**src/rtl/decode_stage_fwd_pkg.sv**
```systemverilog
// Shared types for the decode/operand-fetch stage (package decode_pkg).
// The DEC_* widths are the build-wide defaults the stage parameters start from.
package decode_pkg;
   localparam int DEC_XLEN = 64;
   localparam int DEC_NSRC = 2;
   localparam int DEC_NFWD = 3;
   localparam int DEC_AW   = 5;

   typedef logic [DEC_AW-1:0]   creg_addr_t;
   typedef logic [DEC_XLEN-1:0] word_t;

   typedef struct packed {
      logic       valid;
      creg_addr_t dst;
      logic       rdy;
      word_t      data;
   } fwd_src_t;

   typedef struct packed {
      logic                         valid;
      logic [63:0]                  pc;
      logic [31:0]                  instr;
      logic [DEC_NSRC*DEC_XLEN-1:0] src;
      creg_addr_t                   dst;
   } decode_out_t;
endpackage

```
**src/rtl/decode_stage_fwd_if.sv**
```systemverilog
// Fetch-side, register-file, forwarding and execute-side signals of the decode stage.
// master = surrounding pipeline, slave = the decode stage itself.
interface decode_stage_fwd_if #(
   parameter int XLEN = 64,
   parameter int NSRC = 2,
   parameter int NFWD = 3,
   parameter int AW   = 5
);
   logic                 in_valid;
   logic                 in_ready;
   logic [63:0]          in_pc;
   logic [31:0]          in_instr;
   logic [NSRC*AW-1:0]   in_src_addr;
   logic [NSRC-1:0]      in_src_use;
   logic [AW-1:0]        in_dst;
   logic [NSRC*AW-1:0]   rf_addr;
   logic [NSRC*XLEN-1:0] rf_data;
   logic [NFWD-1:0]      fwd_valid;
   logic [NFWD*AW-1:0]   fwd_dst;
   logic [NFWD-1:0]      fwd_rdy;
   logic [NFWD*XLEN-1:0] fwd_data;
   logic                 flush;
   logic                 out_valid;
   logic                 out_ready;
   logic [63:0]          out_pc;
   logic [31:0]          out_instr;
   logic [NSRC*XLEN-1:0] out_src;
   logic [AW-1:0]        out_dst;

   modport master (
      output in_valid, in_pc, in_instr, in_src_addr, in_src_use, in_dst,
      output rf_data, fwd_valid, fwd_dst, fwd_rdy, fwd_data, flush, out_ready,
      input  in_ready, rf_addr, out_valid, out_pc, out_instr, out_src, out_dst
   );

   modport slave (
      input  in_valid, in_pc, in_instr, in_src_addr, in_src_use, in_dst,
      input  rf_data, fwd_valid, fwd_dst, fwd_rdy, fwd_data, flush, out_ready,
      output in_ready, rf_addr, out_valid, out_pc, out_instr, out_src, out_dst
   );
endinterface

```
**src/rtl/decode_stage_fwd_fwd_select.sv**
```systemverilog
// Resolves one source operand against the forwarding window, youngest stage first.
// A matching stage that is not ready masks any older match and raises a hazard.
module fwd_select
   import decode_pkg::*;
#(
   parameter int NFWD = DEC_NFWD
) (
   input  creg_addr_t addr,
   input  logic       src_use,
   input  word_t      rf_data,
   input  fwd_src_t   fwd [NFWD],
   output word_t      operand,
   output logic       hazard
);
   logic found;

   always_comb begin
      operand = rf_data;
      hazard  = 1'b0;
      found   = 1'b0;
      if (addr == '0) begin
         operand = '0;
      end else begin
         for (int i = 0; i < NFWD; i++) begin
            if (!found && fwd[i].valid && (fwd[i].dst == addr)) begin
               found = 1'b1;
               if (fwd[i].rdy)
                  operand = fwd[i].data;
               else
                  hazard = src_use;
            end
         end
      end
   end
endmodule

```
**src/rtl/decode_stage_fwd.sv**
```systemverilog
// Decode/operand-fetch stage: resolves operands, stalls on unready producers, D/E register.
// Optional DECODE_STALL_CNT_EN adds saturating stall and backpressure counters.
module decode_stage_fwd
   import decode_pkg::*;
#(
   parameter int XLEN = DEC_XLEN,
   parameter int NSRC = DEC_NSRC,
   parameter int NFWD = DEC_NFWD,
   parameter int AW   = DEC_AW
) (
   input  logic                 clk,
   input  logic                 reset,
   decode_stage_fwd_if.slave    bus
`ifdef DECODE_STALL_CNT_EN
   ,
   output logic [31:0]          stall_cnt,
   output logic [31:0]          bp_cnt
`endif
);
   fwd_src_t             fwd [NFWD];
   word_t                operand [NSRC];
   logic [NSRC-1:0]      hazard;
   logic [NSRC*XLEN-1:0] src_res;
   logic                 stall;
   logic                 adv;
   decode_out_t          de_q;

   for (genvar i = 0; i < NFWD; i++) begin : g_fwd
      assign fwd[i].valid = bus.fwd_valid[i];
      assign fwd[i].dst   = bus.fwd_dst[i*AW +: AW];
      assign fwd[i].rdy   = bus.fwd_rdy[i];
      assign fwd[i].data  = bus.fwd_data[i*XLEN +: XLEN];
   end

   for (genvar s = 0; s < NSRC; s++) begin : g_src
      fwd_select #(.NFWD(NFWD)) u_sel (
         .addr    (bus.in_src_addr[s*AW +: AW]),
         .src_use (bus.in_src_use[s]),
         .rf_data (bus.rf_data[s*XLEN +: XLEN]),
         .fwd     (fwd),
         .operand (operand[s]),
         .hazard  (hazard[s])
      );
      assign src_res[s*XLEN +: XLEN] = operand[s];
   end

   assign stall        = bus.in_valid && (|hazard);
   assign adv          = !de_q.valid || bus.out_ready;
   assign bus.in_ready = (adv && !stall) || bus.flush;
   assign bus.rf_addr  = bus.in_src_addr;

   // Held entries keep the operands captured at acceptance; no re-resolution.
   always_ff @(posedge clk) begin
      if (reset) begin
         de_q <= '0;
      end else if (bus.flush) begin
         de_q.valid <= 1'b0;
      end else if (adv) begin
         if (stall) begin
            de_q.valid <= 1'b0;
         end else begin
            de_q.valid <= bus.in_valid;
            de_q.pc    <= bus.in_pc;
            de_q.instr <= bus.in_instr;
            de_q.src   <= src_res;
            de_q.dst   <= bus.in_dst;
         end
      end
   end

   assign bus.out_valid = de_q.valid;
   assign bus.out_pc    = de_q.pc;
   assign bus.out_instr = de_q.instr;
   assign bus.out_src   = de_q.src;
   assign bus.out_dst   = de_q.dst;

`ifdef DECODE_STALL_CNT_EN
   // Counters survive flush; only reset clears them.
   always_ff @(posedge clk) begin
      if (reset) begin
         stall_cnt <= '0;
         bp_cnt    <= '0;
      end else begin
         if (adv && stall && !bus.flush && (stall_cnt != '1))
            stall_cnt <= stall_cnt + 32'd1;
         if (de_q.valid && !bus.out_ready && (bp_cnt != '1))
            bp_cnt <= bp_cnt + 32'd1;
      end
   end
`endif
endmodule

```
**src/flat_wrapper.sv**
```systemverilog
// flat-port wrapper written by rule: the top's interface ports become plain ports
module decode_stage_fwd_flat import decode_pkg::*;
#(
   parameter int XLEN = DEC_XLEN,
   parameter int NSRC = DEC_NSRC,
   parameter int NFWD = DEC_NFWD,
   parameter int AW   = DEC_AW
)
  (clk, reset, bus_in_valid, bus_in_pc, bus_in_instr, bus_in_src_addr, bus_in_src_use, bus_in_dst, bus_rf_data, bus_fwd_valid, bus_fwd_dst, bus_fwd_rdy, bus_fwd_data, bus_flush, bus_out_ready, bus_in_ready, bus_rf_addr, bus_out_valid, bus_out_pc, bus_out_instr, bus_out_src, bus_out_dst);
  decode_stage_fwd_if #(.XLEN(XLEN), .NSRC(NSRC), .NFWD(NFWD), .AW(AW)) bus_i ();
  input  logic clk;
  input  logic reset;
  input wire logic [$bits(bus_i.in_valid)-1:0] bus_in_valid;
  input wire logic [$bits(bus_i.in_pc)-1:0] bus_in_pc;
  input wire logic [$bits(bus_i.in_instr)-1:0] bus_in_instr;
  input wire logic [$bits(bus_i.in_src_addr)-1:0] bus_in_src_addr;
  input wire logic [$bits(bus_i.in_src_use)-1:0] bus_in_src_use;
  input wire logic [$bits(bus_i.in_dst)-1:0] bus_in_dst;
  input wire logic [$bits(bus_i.rf_data)-1:0] bus_rf_data;
  input wire logic [$bits(bus_i.fwd_valid)-1:0] bus_fwd_valid;
  input wire logic [$bits(bus_i.fwd_dst)-1:0] bus_fwd_dst;
  input wire logic [$bits(bus_i.fwd_rdy)-1:0] bus_fwd_rdy;
  input wire logic [$bits(bus_i.fwd_data)-1:0] bus_fwd_data;
  input wire logic [$bits(bus_i.flush)-1:0] bus_flush;
  input wire logic [$bits(bus_i.out_ready)-1:0] bus_out_ready;
  output wire logic [$bits(bus_i.in_ready)-1:0] bus_in_ready;
  output wire logic [$bits(bus_i.rf_addr)-1:0] bus_rf_addr;
  output wire logic [$bits(bus_i.out_valid)-1:0] bus_out_valid;
  output wire logic [$bits(bus_i.out_pc)-1:0] bus_out_pc;
  output wire logic [$bits(bus_i.out_instr)-1:0] bus_out_instr;
  output wire logic [$bits(bus_i.out_src)-1:0] bus_out_src;
  output wire logic [$bits(bus_i.out_dst)-1:0] bus_out_dst;
  assign bus_i.in_valid = bus_in_valid;
  assign bus_i.in_pc = bus_in_pc;
  assign bus_i.in_instr = bus_in_instr;
  assign bus_i.in_src_addr = bus_in_src_addr;
  assign bus_i.in_src_use = bus_in_src_use;
  assign bus_i.in_dst = bus_in_dst;
  assign bus_i.rf_data = bus_rf_data;
  assign bus_i.fwd_valid = bus_fwd_valid;
  assign bus_i.fwd_dst = bus_fwd_dst;
  assign bus_i.fwd_rdy = bus_fwd_rdy;
  assign bus_i.fwd_data = bus_fwd_data;
  assign bus_i.flush = bus_flush;
  assign bus_i.out_ready = bus_out_ready;
  assign bus_in_ready = bus_i.in_ready;
  assign bus_rf_addr = bus_i.rf_addr;
  assign bus_out_valid = bus_i.out_valid;
  assign bus_out_pc = bus_i.out_pc;
  assign bus_out_instr = bus_i.out_instr;
  assign bus_out_src = bus_i.out_src;
  assign bus_out_dst = bus_i.out_dst;
  decode_stage_fwd #(.XLEN(XLEN), .NSRC(NSRC), .NFWD(NFWD), .AW(AW)) u_core (.clk(clk), .reset(reset), .bus(bus_i));
endmodule
```
**config.mk**
```make
export PLATFORM = sky130hd
export DESIGN_NAME = decode_stage_fwd_flat
export DESIGN_NICKNAME = d
export VERILOG_FILES = /design/src/rtl/decode_stage_fwd_pkg.sv /design/src/rtl/decode_stage_fwd_if.sv /design/src/rtl/decode_stage_fwd_fwd_select.sv /design/src/rtl/decode_stage_fwd.sv /design/src/flat_wrapper.sv
export SDC_FILE = /design/constraint.sdc
export NUM_CORES = 1
export LEC_CHECK = 0
export CORE_AREA = 3 3 270 272
export CTS_CLUSTER_DIAMETER = 60
export DETAILED_ROUTE_END_ITERATION = 10
export DIE_AREA = 0 0 273 275
export SYNTH_ARGS = -nofsm -noshare
export SYNTH_HDL_FRONTEND = slang
export SYNTH_SLANG_ARGS = --single-unit
```
**constraint.sdc**
```tcl
create_clock -name clk -period 5.25 [get_ports clk]
set_input_delay 0.7875 -clock clk [delete_from_list [all_inputs] [get_ports clk]]
set_output_delay 0.7875 -clock clk [all_outputs]
set_load 0.005 [all_outputs]
```
==> impl_metrics.env <==
export IMPL_wl_um=68120
export IMPL_cts_made_buffers=36
export IMPL_vias=13903
export IMPL_numPortBuffers=699
export IMPL_postRouteAntennaNets=0
export IMPL_grt_max_degree=102
export IMPL_syn_cell_area_um2=13070
export IMPL_synthAdderAreaFrac_pct=0
export IMPL_ctsRootBufferMaster="clkbuf_16"
export IMPL_setup_viol=0
export IMPL_cts_post_setup_buffers_inserted=0
export IMPL_wl_met2_um=33700
export IMPL_cpMostUsedCell="clkdlybuf4s50_1"
export IMPL_drtIter0Drc=889
export IMPL_routabilityCongestion=0.9683
export IMPL_start_util_pct=18.41
export IMPL_required_ns=4.46
export IMPL_max_vdd_ir_drop_mv=0.2162
export IMPL_topRoutingLayerUsed="met5"
export IMPL_dp_cells=2913
export IMPL_grt_overflow=0
export IMPL_critPathLaunchType="input pin"
export IMPL_cp_slowest_stage_delay_ns=0.58
export IMPL_syn_nets=1838
export IMPL_cts_tree="built"
export IMPL_yosys_area_share_simple_pct=13.75
export IMPL_yosysWarnings=0
export IMPL_slew_viol_final=0
export IMPL_arrival_ns=3.45
export IMPL_finalCritPeriodShare_pct=80.73
export IMPL_synth_compound_area_share_pct=29.76
export IMPL_syn_avg_cell_area_um2=9.476
export IMPL_rsz0062_at_grt="no"
export IMPL_wl_per_cell_um=22.85
export IMPL_timing_slew_headroom_pct=37.02
export IMPL_grt_pass1_vias=14525
export IMPL_synth_area_mux_share_pct=12.81
export IMPL_clock_sinks=230
export IMPL_power_density_nw_per_um2=250.7
export IMPL_p_leak_nw=8.986
export IMPL_fin_tns_setup_ns=0
export IMPL_utilization_pct=30.97
export IMPL_path_delay_family="buffers and inverters"
export IMPL_track_usage_pct=17.23
export IMPL_dieArea_um2=75080
export IMPL_synth_seq_cells=230
export IMPL_drive_above_1_share_pct=11.45
export IMPL_crit_path_cell_trace="clkdlybuf4s50_1 > xor2_1 > nor3_2 > nand4_1 > o211a_2 > o21ai_2 > o21bai_1 > clkdlybuf4s50_1"
export IMPL_stdcell_count=2981
export IMPL_cp_max_fo=7
export IMPL_cts_buffer_depth=3
export IMPL_hold_viol_final=0
export IMPL_cts_resized=0
export IMPL_ios=700
export IMPL_clk_insertion_delay_late_ns=0.54
export IMPL_layout_nets=2460
export IMPL_hpwl_um=50690
export IMPL_clock_skew_ns=0.01151
export IMPL_core_um2=71000
export IMPL_drc=0
export IMPL_wl_met1_um=25670
export IMPL_yosysSeqAreaShare_pct=35.24
export IMPL_viasPerCell=4.664
export IMPL_min_period_ns=4.238
export IMPL_status="completed"
export IMPL_worst_path_buf_inv=2
export IMPL_worst_slew_pin_slew_ns=0.9447
export IMPL_die_h_um=275
export IMPL_max_freq_ghz=0.2359
export IMPL_die_w_um=273
export IMPL_path_class="input pin to output port"
export IMPL_cpMaxStageDelayCell="clkdlybuf4s50_1"
export IMPL_crit_path_end_kind="output port"
export IMPL_max_cap_violations=0
export IMPL_synth_top_family_by_area="compound AO/OA/AOI/OAI gates"
export IMPL_drt_first_pass_iters=7
export IMPL_grt_pass1_wl_um=97790
export IMPL_area_growth_pct=68.25
export IMPL_rows=98
export IMPL_htreeDepth=2
export IMPL_clkTransAtPathRegs_ns=0.05
export IMPL_synthXorXnorAreaFrac_pct=2.011
export IMPL_synth_cells=1379
export IMPL_hold_path_class="flip-flop to flip-flop"
export IMPL_wl_met3_um=6644
export IMPL_antenna_found_initial=17
export IMPL_postCtsHoldBufs=0
export IMPL_yosysUniqueCellTypes=44
==> power by group <==
group          switching [mW]  total (mW)  leakage, nW  internal (mW)
Sequential             0.0831        1.95         1.90           1.87
Clock                   0.953        2.34        0.559           1.39
Combinational           0.503        1.22         6.53          0.716
==> state kept, by name, indices dropped and copies added (netlist names) <==
name and cells:
u_core.bus.out_src 128, u_core.bus.out_pc 64, u_core.bus.out_instr 32, u_core.bus.out_dst 5, u_core.bus.out_valid 1
==> through the flow <==
stage | area (um^2) | setup slack, ns | power (mW) | hold WS, ns
after global placement | 20820 | 1.076 | 3.198 | 0.4436
after floorplan | 13070 | 2.523 | 2.432 | 0.4482
after detailed placement | 20820 | 1.023 | 3.209 | 0.4461
after CTS | 21980 | 0.9994 | 5.612 | 0.4530
after global routing | 21980 | 0.8206 | 5.751 | 0.4664
final | 21990 | 1.012 | 5.512 | 0.4509
==> path summary, 6_finish.rpt <==
| kind | start | to | slack (ns) | depth (start not counted) |
|---|---|---|---|---|
| max | bus_in_src_addr[4] | bus_in_ready | 1.01 | 8 |
| min | u_core.bus.out_src[65] | u_core.bus.out_src[65] | 0.45 | 2 |
| max reg2reg | u_core.bus.out_valid | u_core.bus.out_pc[0] | 3.17 | 7 |
| min reg2reg | u_core.bus.out_src[65] | u_core.bus.out_src[65] | 0.45 | 2 |
==> cell usage in the layout (no fill, tap or decap), drive strengths merged, types with 2 or more instances in the layout <==
master and count:
a21o 2, a21oi 6, a22oi 124, buf 30
clkbuf 44, clkdlybuf4s50 698, clkinv 9, clkinvlp 4
dfxtp 230, diode 4, inv 6, mux2 2
mux2i 165, nand2 141, nand2b 2, nand3 129
nand4 3, nor2 107, nor2b 2, nor3 10
nor4b 2, o211a 2, o211ai 2, o21a 124
o21ai 3, o21bai 3, o22a 2, o22ai 2
o2bb2ai 124, or2 2, or3 6, or4 2
xnor2 14, xor2 16
==> synthesized netlist by cell type (all sizes together) <==
cell | number | area [um^2]
o211a | 2 | 20.02
a22oi | 124 | 930.9
nor2 | 107 | 401.6
buf | 68 | 555.5
nor4b | 2 | 17.52
nor2b | 2 | 12.51
or4b | 1 | 10.01
and3 | 1 | 11.26
a21oi | 6 | 30.03
nand2b | 2 | 12.51
o2bb2ai | 124 | 1837
nor3 | 10 | 55.05
o21bai | 3 | 22.52
and3b | 1 | 8.760
or4 | 2 | 15.01
mux2 | 2 | 22.52
nand4 | 3 | 18.77
o2111ai | 1 | 8.760
dfxtp | 230 | 4604
o21ai | 3 | 18.77
a31oi | 1 | 6.260
nand2 | 141 | 529.3
or3 | 6 | 37.54
o311ai | 1 | 16.27
o21a | 124 | 930.9
xnor2 | 14 | 122.6
o22ai | 2 | 12.51
o211ai | 2 | 15.01
a21o | 2 | 15.01
clkbuf | 76 | 285.3
or2 | 2 | 12.51
o31ai | 1 | 7.510
xor2 | 16 | 140.1
o22a | 2 | 17.52
nand3 | 129 | 645.6
and4 | 1 | 8.760
mux2i | 165 | 1652
==> layout make-up <==
type,instances,area [um^2]
fillers,7262,49010
multi-input cells,1005,7692
repair buffers,728,7337
flip-flops and latches,230,4604
well taps,950,1189
clock buffers,44,970.9
clock inverters,20,182.7
diodes,4,10.01
==> worst register-to-register path, stage by stage (launching register included) <==
cell	delay, ns
dfxtp_1	0.32
nor2b_1	0.26
nor2_1	0.08
o211ai_1	0.08
buf_4	0.21
buf_12	0.48
mux2i_1	0.47
nor2_1	0.07
==> routing by layer <==
| metal | global-route usage (%) | up-vias |
|---|---|---|
| li1 | - | 6322 |
| met1 | 19.21 | 6684 |
| met2 | 30.88 | 740 |
| met3 | 5.721 | 145 |
| met4 | 5.534 | 12 |
| met5 | 0 | - |
==> cell families (layout without fill, tap and decap cells) <==
group / count (synthesis) / in the layout
mux: 167 / 167
buf+inv: 144 / 792
compound gates: 398 / 398
flops: 230 / 230
xor+xnor: 30 / 30
simple gates: 410 / 410
other cells: 0 / 4
Power figures use the tool's default switching activity.
